<file path="src/rtl/seg_display_arbiter.sv">
// -----------------------------------------------------------------------------
// seg_display_arbiter
//
// Shares one 4-digit seven-segment display between two requesters, A and B,
// and drives the Digit1..Digit4 / Dp0..Dp3 inputs of the downstream 4x7
// segment controller.
//
// Arbitration:
//   - From IDLE, a lone requester wins. If both request, the source that was
//     not served last wins. After reset the pointer says "B", so A wins the
//     first tie.
//   - The owner keeps the display while it requests. It is pre-empted by the
//     other source only when both request and the owner has held the display
//     for HOLD_TICKS prescaler ticks.
//   - If the owner drops its request, the display goes straight to the other
//     source when that source requests (no hold). Otherwise it goes to IDLE.
//   - The display outputs are registered and loaded from the source selected
//     by the next state. Data and grant therefore change on the same edge.
//
// Parameters:
//   TICK_DIV    SysClk cycles per hold tick (1 .. 2^24-1)
//   HOLD_TICKS  minimum ticks before pre-emption (1 .. 255)
//
// Ports:
//   SysClk                  system clock, rising edge
//   Reset                   synchronous active-high reset
//   ReqA / ReqB             level requests
//   DigitsA / DigitsB       [15:12]=Digit1 .. [3:0]=Digit4
//   DpA / DpB               [3]=Dp3 .. [0]=Dp0
//   GntA / GntB             current owner (never both 1)
//   Digit1..Digit4, Dp0..Dp3  registered display data to the segment controller
//   Tick                    one-cycle prescaler pulse
// -----------------------------------------------------------------------------
module seg_display_arbiter #(
    parameter logic [23:0] TICK_DIV   = 24'd250000,
    parameter logic [7:0]  HOLD_TICKS = 8'd100
) (
    input  logic        SysClk,
    input  logic        Reset,
    input  logic        ReqA,
    input  logic [15:0] DigitsA,
    input  logic [3:0]  DpA,
    input  logic        ReqB,
    input  logic [15:0] DigitsB,
    input  logic [3:0]  DpB,
    output logic        GntA,
    output logic        GntB,
    output logic [3:0]  Digit1,
    output logic [3:0]  Digit2,
    output logic [3:0]  Digit3,
    output logic [3:0]  Digit4,
    output logic        Dp0,
    output logic        Dp1,
    output logic        Dp2,
    output logic        Dp3,
    output logic        Tick
);

    typedef enum logic [1:0] {
        ST_IDLE    = 2'd0,
        ST_SERVE_A = 2'd1,
        ST_SERVE_B = 2'd2
    } state_t;

    state_t      r_state;
    state_t      w_state_next;
    logic [23:0] r_presc;
    logic [7:0]  r_hold_cnt;
    logic        r_last_a;      // 1: A was served last, 0: B was served last
    logic [15:0] r_digits;
    logic [3:0]  r_dp;

    logic        w_tick;
    logic        w_hold_done;
    logic        w_state_change;
    logic        w_sel_a;
    logic        w_sel_b;
    logic [15:0] w_digits_next;
    logic [3:0]  w_dp_next;

    // ------------------------------------------------------------------
    // Prescaler. It runs freely and grant changes never restart it.
    // ------------------------------------------------------------------
    assign w_tick = (r_presc == (TICK_DIV - 24'd1));

    always_ff @(posedge SysClk) begin
        if (Reset) begin
            r_presc <= 24'd0;
        end else if (w_tick) begin
            r_presc <= 24'd0;
        end else begin
            r_presc <= r_presc + 24'd1;
        end
    end

    // ------------------------------------------------------------------
    // Next-state logic
    // ------------------------------------------------------------------
    assign w_hold_done = (r_hold_cnt == HOLD_TICKS);

    always_comb begin
        w_state_next = r_state;
        unique case (r_state)
            ST_IDLE: begin
                if (ReqA && ReqB) begin
                    w_state_next = r_last_a ? ST_SERVE_B : ST_SERVE_A;
                end else if (ReqA) begin
                    w_state_next = ST_SERVE_A;
                end else if (ReqB) begin
                    w_state_next = ST_SERVE_B;
                end
            end
            ST_SERVE_A: begin
                // A dropped request: hand over at once or release.
                if (!ReqA) begin
                    w_state_next = ReqB ? ST_SERVE_B : ST_IDLE;
                end else if (ReqB && w_hold_done) begin
                    w_state_next = ST_SERVE_B;
                end
            end
            ST_SERVE_B: begin
                if (!ReqB) begin
                    w_state_next = ReqA ? ST_SERVE_A : ST_IDLE;
                end else if (ReqA && w_hold_done) begin
                    w_state_next = ST_SERVE_A;
                end
            end
            default: w_state_next = ST_IDLE;
        endcase
    end

    assign w_state_change = (w_state_next != r_state);

    // ------------------------------------------------------------------
    // State, last-served pointer and hold counter
    // ------------------------------------------------------------------
    always_ff @(posedge SysClk) begin
        if (Reset) begin
            r_state    <= ST_IDLE;
            r_last_a   <= 1'b0;
            r_hold_cnt <= 8'd0;
        end else begin
            r_state <= w_state_next;

            if (w_state_change && (w_state_next == ST_SERVE_A)) begin
                r_last_a <= 1'b1;
            end else if (w_state_change && (w_state_next == ST_SERVE_B)) begin
                r_last_a <= 1'b0;
            end

            // A tick that coincides with a state change is dropped.
            if (w_state_change || (r_state == ST_IDLE)) begin
                r_hold_cnt <= 8'd0;
            end else if (w_tick && !w_hold_done) begin
                r_hold_cnt <= r_hold_cnt + 8'd1;
            end
        end
    end

    // ------------------------------------------------------------------
    // Display data. It is loaded from the next owner, so it moves together
    // with the grant.
    // ------------------------------------------------------------------
    assign w_sel_a = (w_state_next == ST_SERVE_A);
    assign w_sel_b = (w_state_next == ST_SERVE_B);

    generate
        for (genvar gi = 0; gi < 4; gi++) begin : g_digit_mux
            assign w_digits_next[gi*4 +: 4] = w_sel_a ? DigitsA[gi*4 +: 4] :
                                              w_sel_b ? DigitsB[gi*4 +: 4] : 4'h0;
            assign w_dp_next[gi]            = w_sel_a ? DpA[gi] :
                                              w_sel_b ? DpB[gi] : 1'b0;
        end
    endgenerate

    always_ff @(posedge SysClk) begin
        if (Reset) begin
            r_digits <= 16'h0000;
            r_dp     <= 4'b0000;
        end else begin
            r_digits <= w_digits_next;
            r_dp     <= w_dp_next;
        end
    end

    // ------------------------------------------------------------------
    // Outputs
    // ------------------------------------------------------------------
    assign GntA   = (r_state == ST_SERVE_A);
    assign GntB   = (r_state == ST_SERVE_B);
    assign Digit1 = r_digits[15:12];
    assign Digit2 = r_digits[11:8];
    assign Digit3 = r_digits[7:4];
    assign Digit4 = r_digits[3:0];
    assign Dp0    = r_dp[0];
    assign Dp1    = r_dp[1];
    assign Dp2    = r_dp[2];
    assign Dp3    = r_dp[3];
    assign Tick   = w_tick;

endmodule

</file>
<file path="config.mk">
export PLATFORM = sky130hd
export DESIGN_NAME = seg_display_arbiter
export DESIGN_NICKNAME = d
export VERILOG_FILES = /design/src/rtl/seg_display_arbiter.sv
export SDC_FILE = /design/constraint.sdc
export NUM_CORES = 1
export LEC_CHECK = 0
export CAP_MARGIN = 20
export CORE_UTILIZATION = 59
export CTS_BUF_LIST = sky130_fd_sc_hd__clkbuf_2
export DETAILED_ROUTE_END_ITERATION = 12
export DONT_BUFFER_PORTS = 1
export GPL_TIMING_DRIVEN = 0
export PLACE_DENSITY_LB_ADDON = 0.2
export SETUP_SLACK_MARGIN = 0.3
export SYNTH_ARGS = -nofsm -noshare
export SYNTH_HDL_FRONTEND = slang
export SYNTH_SLANG_ARGS = --single-unit
export TNS_END_PERCENT = 30
</file>
<file path="constraint.sdc">
create_clock -name SysClk -period 1.84 [get_ports SysClk]
set_input_delay 0.276 -clock SysClk [delete_from_list [all_inputs] [get_ports SysClk]]
set_output_delay 0.276 -clock SysClk [all_outputs]
set_load 0.01 [all_outputs]
</file>
==> flow_metrics.py, run 1 <==
metrics = {
    "run_status": {
        "status": "complete, but fails checks",
        "violations": "setup timing",
    },
    "floorplanning": {
        "start_util_pct": 63.9,
        "die_h_um": 66.2,
        "fp-row-count": 22,
        "core_area_mm2": 0.00380,
        "num_io_pins": 67,
        "dieWidth_um": 66.2,
        "die_area_mm2": 0.00438,
    },
    "clocking": {
        "cts_htree_levels": 2,
        "cts-root-buf": "clkbuf_2",
        "cts_sinks": 55,
        "clk_pin_slew_worst_paths_ns": 0.29,
        "clk_latency_ns": 0.48,
        "clockBufferDepth": 2,
        "numCtsBuffers": 5,
        "cts_tree": "built",
    },
    "cells_and_area": {
        "final_cells": 380,
        "area_delta_synth_final_pct": 41.9,
        "drive_gt1_share_pct": 31.1,
        "nets": 377,
        "nFillCells": 124,
        "final_common_cell": "dlygate4sd3_1",
        "final_cell_mix": "dlygate4sd3_1 (43), dfxtp_1 (34), nor2_1 (32)",
        "design_area_mm2": 0.00345,
    },
    "drt": {
        "route.met3.wl_um": 858,
        "drt_wl_total_um": 9650,
        "drt_iter0_markers": 423,
        "vias_per_cell": 6.87,
        "ant_nets": 0,
        "avgRoutedWirePerCell_um": 25.4,
        "route.met2.wl_um": 4670,
        "via_count": 2612,
        "drc": 0,
        "top_layer": "met4",
        "drt_pass1_iterations": 5,
        "m1WireLength_um": 3190,
    },
    "placed_design": {
        "placed_cell_area_mm2": 0.00253,
        "dp.cells": 304,
        "pre_cts_slack_ns": -0.170,
        "port-buffer-count": 0,
        "place_congestion": 0.830,
        "hpwl_um": 3290,
    },
    "timing": {
        "period_minus_slack_ns": 1.99,
        "max_slew_margin_pct": 75.6,
        "setup_viol": 23,
        "fin_worst_skew_ns": 0.0256,
        "rsz0062_at_grt": "true",
        "finalCritPeriodShare_pct": 108,
        "hold_viol_final": 0,
        "slew_violations": 0,
        "layout_setup_ws_ns": -0.151,
        "worst_slew_pin_slew_ns": 0.365,
        "max_freq_mhz": 502,
    },
    "run": {
        "max_cap_violations": 0,
    },
    "synthesis": {
        "syn_inst": 256,
        "synth_cell_types": 44,
        "yosysSeqAreaShare_pct": 45.3,
        "syn_area_mm2": 0.00243,
        "synth-async-reset-ratio_pct": 0,
        "synth-edff-count": 0,
        "synthFlopType": "dfxtp_1",
        "syn_nets": 303,
        "synth_seq_cells": 55,
        "synth_warnings": 0,
        "synth_area_per_cell_um2": 9.49,
    },
    "setup_path": {
        "path_class": "register to output port",
        "cp-start-kind": "register",
        "end_kind": "output port",
        "critPathRequiredTime_ns": 1.56,
        "worst-path-max-fanout": 5,
        "worst-endpoint-arrival_ns": 1.71,
    },
    "worst_hold_path": {
        "hp-class": "input pin to register",
    },
    "power_and_ir_drop": {
        "p_per_area_mw_per_mm2": 602,
        "irDropWorstVdd_uv": 500,
        "leakage_nw": 1.27,
    },
    "grt": {
        "grt_pass1_vias": 2347,
        "grt_pass1_wl_um": 11600,
        "antenna_found_initial": 0,
        "grt_max_degree": 18,
        "grt_overflow": 0,
        "grtUsageTotal_pct": 36.1,
    },
}
-- path summary, 6_finish.rpt --
check / from / to / slack (ns) / cells after the start
setup / recovery: r_presc[20] / Tick / -0.15 / 3
hold / removal: ReqA / r_last_a / 0.03 / 2
setup reg to reg: r_hold_cnt[0] / r_digits[3] / -0.11 / 9
hold reg to reg: r_presc[16] / r_presc[16] / 0.56 / 2
-- state kept, by name, summed over array words and instances, names as in the netlist --
register / flops
r_hold_cnt: 8
r_state: 2
r_digits: 16
r_last_a: 1
r_presc: 24
r_dp: 4
-- where the power goes --
part,total [mW],switching [mW],internal [mW]
registers,1.29,0.0504,1.24
logic,0.291,0.136,0.155
clock network,0.498,0.403,0.0952
-- cells in the mapped netlist, types with 3 or more instances --
master     n  area, um^2
a21oi_1    8        40.0
and4_1     5        43.8
xnor2_1   15         131
nand2_1   10        37.5
nor4_1     8        50.1
ha_1       3        37.5
nand3_1   15        75.1
nand4_1    7        43.8
inv_1      7        26.3
clkbuf_1   4        15.0
buf_6      4        45.0
and3_1     3        18.8
a22o_1    20         175
nor2_1    34         128
xor2_1    10        87.6
dfxtp_1   55        1100
o21ai_0    5        25.0
nor3_1    10        50.1
-- worst max-delay path: stages (launching register included) --
cell     delay (ns)
dfxtp_2        0.43
nor4_4         0.29
nand4_1        0.26
nor2_4         0.25
-- metal layers --
metal,track usage [%],vias up
li1,-,1070
met1,39.5,1204
met2,61.5,236
met3,8.45,102
met4,24.5,0
met5,0,-
-- final cells by class --
cell class / count / area, um^2 / area share (%)
multi-input combinational: 183 / 1450 / 42.1
sequential: 55 / 1140 / 33.0
timing repair buffer: 67 / 626 / 18.1
buffer: 11 / 97.6 / 2.83
tap: 48 / 60.1 / 1.74
inverter: 7 / 28.8 / 0.835
clock buffer: 5 / 25.0 / 0.726
clock inverter: 3 / 18.8 / 0.544
antenna: 1 / 2.50 / 0.0726
-- kinds of logic (layout without fill, tap and decap cells) --
group	Yosys count	after routing	synth area share, %
flops	55	55	45.3
compound gates	42	42	13.2
buf+inv	18	93	4.28
simple gates	109	109	24.6
mux	4	4	1.96
other cells	0	1	0
fa+ha+maj	3	3	1.55
xor+xnor	25	25	9.02
-- per-stage QoR --
stage          total power, mW  utilization [%]  hold slack (ns)  TNS [ns]
2_1_floorplan             1.42                -            0.348         0
3_5_place_dp              1.44             66.6            0.351     -3.95
4_1_cts                   1.99             85.1          0.00830         0
3_3_place_gp              1.44             66.6            0.349     -3.24
6_report                  2.08             90.7           0.0345     -1.71
5_1_grt                   2.13             90.7           0.0138     -3.68
-- what timing repair did --
item / 4_1_cts / 5_1_grt
pin swaps: 7 / 24
buffers inserted: 14 / 7
hold buffers: 42 / 1
hold endpoints to repair: 22 / 2
gates resized for setup: 42 / 37
setup endpoints to repair: 57 / 58
cloned: 2 / 1
No activity file was read; power rests on OpenSTA's default activity.
==> run 2: changes to the inputs <==
- CELL_PAD_IN_SITES_DETAIL_PLACEMENT: not set -> 1
- CELL_PAD_IN_SITES_GLOBAL_PLACEMENT: not set -> 1
- CORE_MARGIN: not set -> 3
- CORE_UTILIZATION: 59 -> 44
==> run 2 against run 1 <==
Net effect: the run still ends with setup timing left; hold slack better by 0.053 ns; fmax down 3.2%; sequential power about the same; wire length up 12%; count of clock-buffer cells in the layout unchanged.
==> flow_metrics.py, run 2 (synthesis results as in run 1) <==
metrics = {
    "drt": {
        "avgRoutedWirePerCell_um": 26.7,
        "drc": 0,
        "vias_per_cell": 6.11,
        "drt_wl_total_um": 10800,
        "via_count": 2470,
        "ant_nets": 0,
        "drt_pass1_iterations": 5,
        "drt_iter0_markers": 179,
    },
    "placed_design": {
        "port-buffer-count": 0,
        "pre_cts_slack_ns": -0.239,
        "hpwl_um": 4040,
        "place_congestion": 0.766,
    },
    "timing": {
        "worst_slew_pin_slew_ns": 0.421,
        "rsz0062_at_grt": "true",
        "max_freq_mhz": 486,
        "setup_viol": 44,
        "hold_viol_final": 0,
        "finalCritPeriodShare_pct": 112,
        "max_slew_margin_pct": 71.7,
        "layout_setup_ws_ns": -0.216,
        "slew_violations": 0,
        "fin_worst_skew_ns": 0.0454,
        "holdWs_ns": 0.0876,
        "period_minus_slack_ns": 2.06,
    },
    "floorplanning": {
        "die_area_mm2": 0.00645,
        "dieWidth_um": 80.3,
        "fp-row-count": 26,
        "die_h_um": 80.3,
        "core_area_mm2": 0.00524,
        "num_io_pins": 67,
        "start_util_pct": 46.4,
    },
    "cells_and_area": {
        "final_common_cell": "dlygate4sd3_1",
        "reg_top3": "r_presc x24, r_digits x16, r_hold_cnt x8",
        "nFillCells": 558,
        "largest_reg_flops": 24,
        "utilization_pct": 68.2,
        "final_cell_mix": "dlygate4sd3_1 (43), dfxtp_1 (34), nor2_1 (31)",
        "area_delta_synth_final_pct": 47.1,
        "regMostFlops": "r_presc",
        "nets": 378,
        "drive_gt1_share_pct": 32.2,
    },
    "setup_path": {
        "critPathRequiredTime_ns": 1.56,
        "cp-start-kind": "register",
        "end_kind": "output port",
        "worst-endpoint-arrival_ns": 1.78,
        "path_class": "register to output port",
        "worst-path-max-fanout": 6,
    },
    "clocking": {
        "cts-root-buf": "clkbuf_2",
        "clk_latency_ns": 0.51,
        "cts_sinks": 55,
        "clk_pin_slew_worst_paths_ns": 0.34,
        "clockBufferDepth": 2,
        "cts_tree": "built",
        "cts_htree_levels": 2,
        "numCtsBuffers": 5,
    },
    "grt": {
        "grt_pass1_vias": 2433,
        "grtUsageTotal_pct": 27.8,
        "grt_max_degree": 19,
        "grt_overflow": 0,
        "grt_pass1_wl_um": 13400,
        "antenna_found_initial": 2,
    },
    "power_and_ir_drop": {
        "p_per_area_mw_per_mm2": 593,
        "irDropWorstVdd_uv": 411,
        "p_total_mw": 2.12,
        "leakage_nw": 1.36,
    },
    "run": {
        "max_cap_violations": 0,
    },
    "run_status": {
        "violations": "setup timing",
        "status": "complete, but fails checks",
    },
    "worst_hold_path": {
        "hp-class": "input pin to register",
    },
}
run 2: worst max-delay path, cell delays in order, from the launching register on:
cell and delay [ns]:
dfxtp_1 0.46, nor4_2 0.33, nand4_1 0.27, nor2_4 0.25
run 2: metal layers:
layer	wire length [um]	GRT usage (%)	vias up
met5	0	0	-
met4	492	13.0	0
met3	473	3.81	49
met2	5920	52.0	128
met1	3890	30.7	1222
li1	-	-	1071
run 2: per-stage QoR:
step	setup TNS, ns	cells	area [um^2]
global placement	-4.24	326	2560
CTS	-0.0382	392	3300
floorplan	0	256	2470
global route	-4.79	404	3570
finish	-3.04	404	3570
detailed placement	-5.57	326	2560
run 2: repair_timing:
| action | 4_1_cts | 5_1_grt |
|---|---|---|
| hold buffers | 42 | 1 |
| buffers inserted | 15 | 7 |
| gates resized for setup | 47 | 50 |
| cloned | 1 | 2 |
| pin swaps | 18 | 18 |
| setup endpoints to repair | 57 | 58 |
| hold endpoints to repair | 22 | 1 |
run 2: area by class of cell:
cell class | count | area (um^2) | area share [%]
Buffer | 11 | 93.8 | 2.63
Clock buffer | 5 | 25.0 | 0.700
Clock inverter | 3 | 22.5 | 0.630
Sequential cell | 55 | 1140 | 32.0
Inverter | 7 | 26.3 | 0.735
Timing Repair Buffer | 68 | 678 | 19.0
Multi-Input combinational cell | 183 | 1490 | 41.8
Antenna cell | 2 | 5.00 | 0.140
Tap cell | 70 | 87.6 | 2.45
run 2: path summary, 6_finish.rpt:
path / startpoint / endpoint / slack [ns] / cells after the start
max reg2reg: r_hold_cnt[2] / r_digits[0] / -0.16 / 6
min reg2reg: r_presc[0] / r_presc[0] / 0.57 / 2
min: Reset / r_presc[16] / 0.09 / 4
max: r_presc[18] / Tick / -0.22 / 3
run 2: power by group:
group	switching, mW	internal (mW)	leakage, nW
combinational	0.129	0.155	0.870
sequential	0.0512	1.24	0.460
clock	0.448	0.101	0.0333
total	0.628	1.49	1.36
==> run 3: changes to the inputs <==
- ABC_AREA: not set -> 1
- CORE_UTILIZATION: 44 -> 42
==> run 3 against run 2 <==
Net effect: the flow still finishes with violations (setup timing); sequential share of layout area down 1.6 points; clock power up 28%; combinational power up 58%; synthesized cell count up 55%; non-clock buffer count down 12; sequential cell count unchanged; wire length up 4.9%; total power up 17%; count of clock-buffer cells in the layout up 1; largest cell class unchanged.
==> flow_metrics.py, run 3 <==
metrics = {
    "worst_hold_path": {
        "hp-start": "Reset",
        "hp-class": "input pin to register",
        "holdPathStages": 3,
        "min_to": "r_hold_cnt[0]",
    },
    "synthesis": {
        "syn_nets": 443,
        "yosysSeqAreaShare_pct": 39.8,
        "synth_xor_area_share_pct": 3.80,
        "synth_seq_cells": 55,
        "synth-async-reset-ratio_pct": 0,
        "synthFlopType": "dfxtp_1",
        "synth_top_family_by_area": "simple AND/OR/NAND/NOR gates",
        "syn_area_mm2": 0.00276,
        "synth_top_area_cell": "dfxtp_1",
        "synthTopCellsByArea": "dfxtp_1 (40%), nand2_1 (16%), inv_1 (6.2%)",
        "synth_cell_types": 31,
        "synthTopCellsByCount": "nand2_1 (117), dfxtp_1 (55), inv_1 (46), nor2_1 (40), a21oi_1 (32)",
        "yosys.area_share.adder_pct": 1.36,
        "synth_compound_area_share_pct": 8.19,
        "synth_area_per_cell_um2": 6.98,
        "syn_inst": 396,
        "synth-edff-count": 0,
        "synth_mux_area_share_pct": 0,
        "synth_simple_gate_area_share_pct": 38.0,
        "synth_top_area_share_pct": 39.8,
        "synth_warnings": 0,
        "synth_most_common_cell": "nand2_1",
    },
    "timing": {
        "max_slew_margin_pct": 65.9,
        "slew_violations": 0,
        "worst_slew_pin_slew_ns": 0.510,
        "setup_tns_ns": -1.91,
        "hold_viol_final": 0,
        "layout_setup_ws_ns": -0.199,
        "setup_viol": 31,
        "period_minus_slack_ns": 2.04,
        "finalCritPeriodShare_pct": 111,
        "rsz0062_at_grt": "true",
        "max_freq_mhz": 490,
        "fin_worst_skew_ns": 0.0362,
    },
    "grt": {
        "grt_pass1_wl_um": 17000,
        "grt_pass1_vias": 3305,
        "grt_max_degree": 18,
        "grt_overflow": 0,
        "antenna_found_initial": 0,
        "grtUsageTotal_pct": 28.9,
    },
    "clocking": {
        "clockBufferDepth": 2,
        "cts_tree": "built",
        "clk_latency_ns": 0.48,
        "cts-root-buf": "clkbuf_2",
        "clk_pin_slew_worst_paths_ns": 0.34,
        "numCtsBuffers": 5,
        "cts_htree_levels": 2,
        "cts_sinks": 55,
    },
    "cells_and_area": {
        "multi_input_area_mm2": 0.00159,
        "drive_gt1_share_pct": 21.8,
        "nets": 509,
        "final_common_cell": "nand2_1",
        "area_delta_synth_final_pct": 33.5,
        "final_cell_mix": "nand2_1 (105), dlygate4sd3_1 (41), dfxtp_1 (41)",
        "seq_area_mm2": 0.00112,
        "nFillCells": 762,
        "reg_top3": "r_presc x24, r_digits x16, r_hold_cnt x8",
        "regMostFlops": "r_presc",
        "antenna_cells_inserted": 0,
        "final_cells": 538,
        "largest_reg_flops": 24,
    },
    "run": {
        "max_cap_violations": 0,
    },
    "drt": {
        "avgRoutedWirePerCell_um": 21.0,
        "vias_per_cell": 5.77,
        "via_count": 3106,
        "drt_pass1_iterations": 5,
        "drt_iter0_markers": 217,
        "drt_wl_total_um": 11300,
        "drc": 0,
        "ant_nets": 0,
    },
    "setup_path": {
        "worst-path-max-fanout": 5,
        "r2r_slack_ns": -0.10,
        "path_class": "register to output port",
        "slowest_delay_ns": 0.45,
        "r2r-start": "r_presc[0]",
        "cp-start-kind": "register",
        "critPathTopFamily": "simple AND/OR/NAND/NOR gates",
        "slowest_stage": "dfxtp_4",
        "worst-r2r-cell-count": 14,
        "crit_path_frequent_cell": "nor2_4",
        "critPathRequiredTime_ns": 1.56,
        "crit_buf_inv": 1,
        "worst-endpoint-arrival_ns": 1.76,
        "r2r_end": "r_hold_cnt[7]",
        "cp_cell_sequence": "ha_4 -> nand2_4 -> nor2_4 -> inv_2 -> nor2_4 -> nand3b_4 -> nor2_4",
        "end_kind": "output port",
    },
    "power_and_ir_drop": {
        "p_sw_share_pct": 31.6,
        "power.switching_mw": 0.787,
        "p_per_area_mw_per_mm2": 674,
        "internal_power_mw": 1.70,
        "p_seq_share_pct": 53.8,
        "clkPwrFrac_pct": 28.1,
        "leakage_nw": 1.40,
        "irDropWorstVdd_uv": 418,
        "p_comb_share_pct": 18.1,
    },
    "floorplanning": {
        "fp-row-count": 28,
        "die_h_um": 87.1,
        "dieWidth_um": 87.1,
        "core_area_mm2": 0.00613,
        "die_area_mm2": 0.00759,
        "start_util_pct": 45.1,
        "num_io_pins": 67,
    },
    "placed_design": {
        "port-buffer-count": 0,
        "place_congestion": 0.804,
        "dp.cells": 471,
        "hpwl_um": 5180,
    },
    "run_status": {
        "violations": "setup timing",
        "status": "complete, but fails checks",
    },
}
## run 3: changes by cell type in the layout (fill, tap and decap cells not counted), moves of 7 or more
| cell | delta |
|---|---|
| nand2_1 | +98 |
| inv_1 | +35 |
| a21oi_1 | +23 |
| a22o_1 | -20 |
| nand2_2 | +13 |
| xnor2_1 | -11 |
| nand3_1 | +8 |
| nor2_4 | +8 |
| nor3_1 | +8 |
| dfxtp_1 | +7 |
## run 3: worst max path at each step
| stage | cells past startpoint | start | to | slack [ns] |
|---|---|---|---|---|
| floorplan | 9 | r_presc[0] | r_presc[15] | 0.31 |
| global placement | 9 | r_presc[0] | r_presc[19] | 0.02 |
| detailed placement | 12 | r_presc[0] | r_hold_cnt[7] | -0.006 |
| CTS | 7 | r_presc[1] | Tick | -0.17 |
| global route | 7 | r_presc[0] | Tick | -0.25 |
| finish | 7 | r_presc[0] | Tick | -0.20 |
## run 3: what timing repair did
item	in CTS	in global routing
pin swaps	24	13
setup endpoints to repair	54	55
hold buffers	41	0
resized for setup	41	28
endpoints found under the hold margin	23	0
buffers inserted	10	6
cloned	2	0
## run 3: worst min-delay path: stages
cell,delay (ns)
nor2_1,0.05
nand3_4,0.13
nor2_1,0.05
## run 3: logic make-up (layout without fill, tap and decap cells)
logic type      count (synthesis)  in the layout
buf+inv                        55            122
xor+xnor                       12             12
simple gates                  230            230
flops                          55             55
fa+ha+maj                       3              3
compound gates                 41             41
## run 3: routing by layer
layer | track usage [%] | vias up | wire length [um]
li1 | - | 1387 | -
met1 | 34.0 | 1509 | 4420
met2 | 50.7 | 170 | 5720
met3 | 5.96 | 40 | 816
met4 | 12.4 | 0 | 343
met5 | 0 | - | 0
## run 3: stage by stage
stage          power (mW)  hold WS, ns  setup WS [ns]  cell area, um^2  utilization (%)
3_5_place_dp         1.62        0.357       -0.00635             2860             46.7
4_1_cts              2.39       0.0104         -0.175             3570             58.3
5_1_grt              2.58      0.00480         -0.250             3690             60.2
3_3_place_gp         1.61        0.349         0.0231             2860             46.7
6_report             2.49       0.0391         -0.199             3690             60.2
2_1_floorplan        1.55        0.345          0.312             2770                -
## run 3: final cells by class
| cell class | count | share of cell area [%] |
|---|---|---|
| Timing Repair Buffer | 59 | 15.4 |
| Clock inverter | 2 | 1.05 |
| Buffer | 8 | 2.03 |
| Multi-Input combinational cell | 286 | 43.0 |
| Clock buffer | 6 | 0.814 |
| Inverter | 47 | 4.78 |
| Tap cell | 75 | 2.54 |
| Sequential cell | 55 | 30.4 |
## run 3: power groups by stage
stage / logic [mW] / clock network, mW / registers, mW
floorplan: 0.217 / 0 / 1.34
global placement: 0.260 / 0 / 1.35
detailed placement: 0.274 / 0 / 1.35
CTS: 0.395 / 0.662 / 1.33
global route: 0.488 / 0.747 / 1.35
finish: 0.450 / 0.700 / 1.34
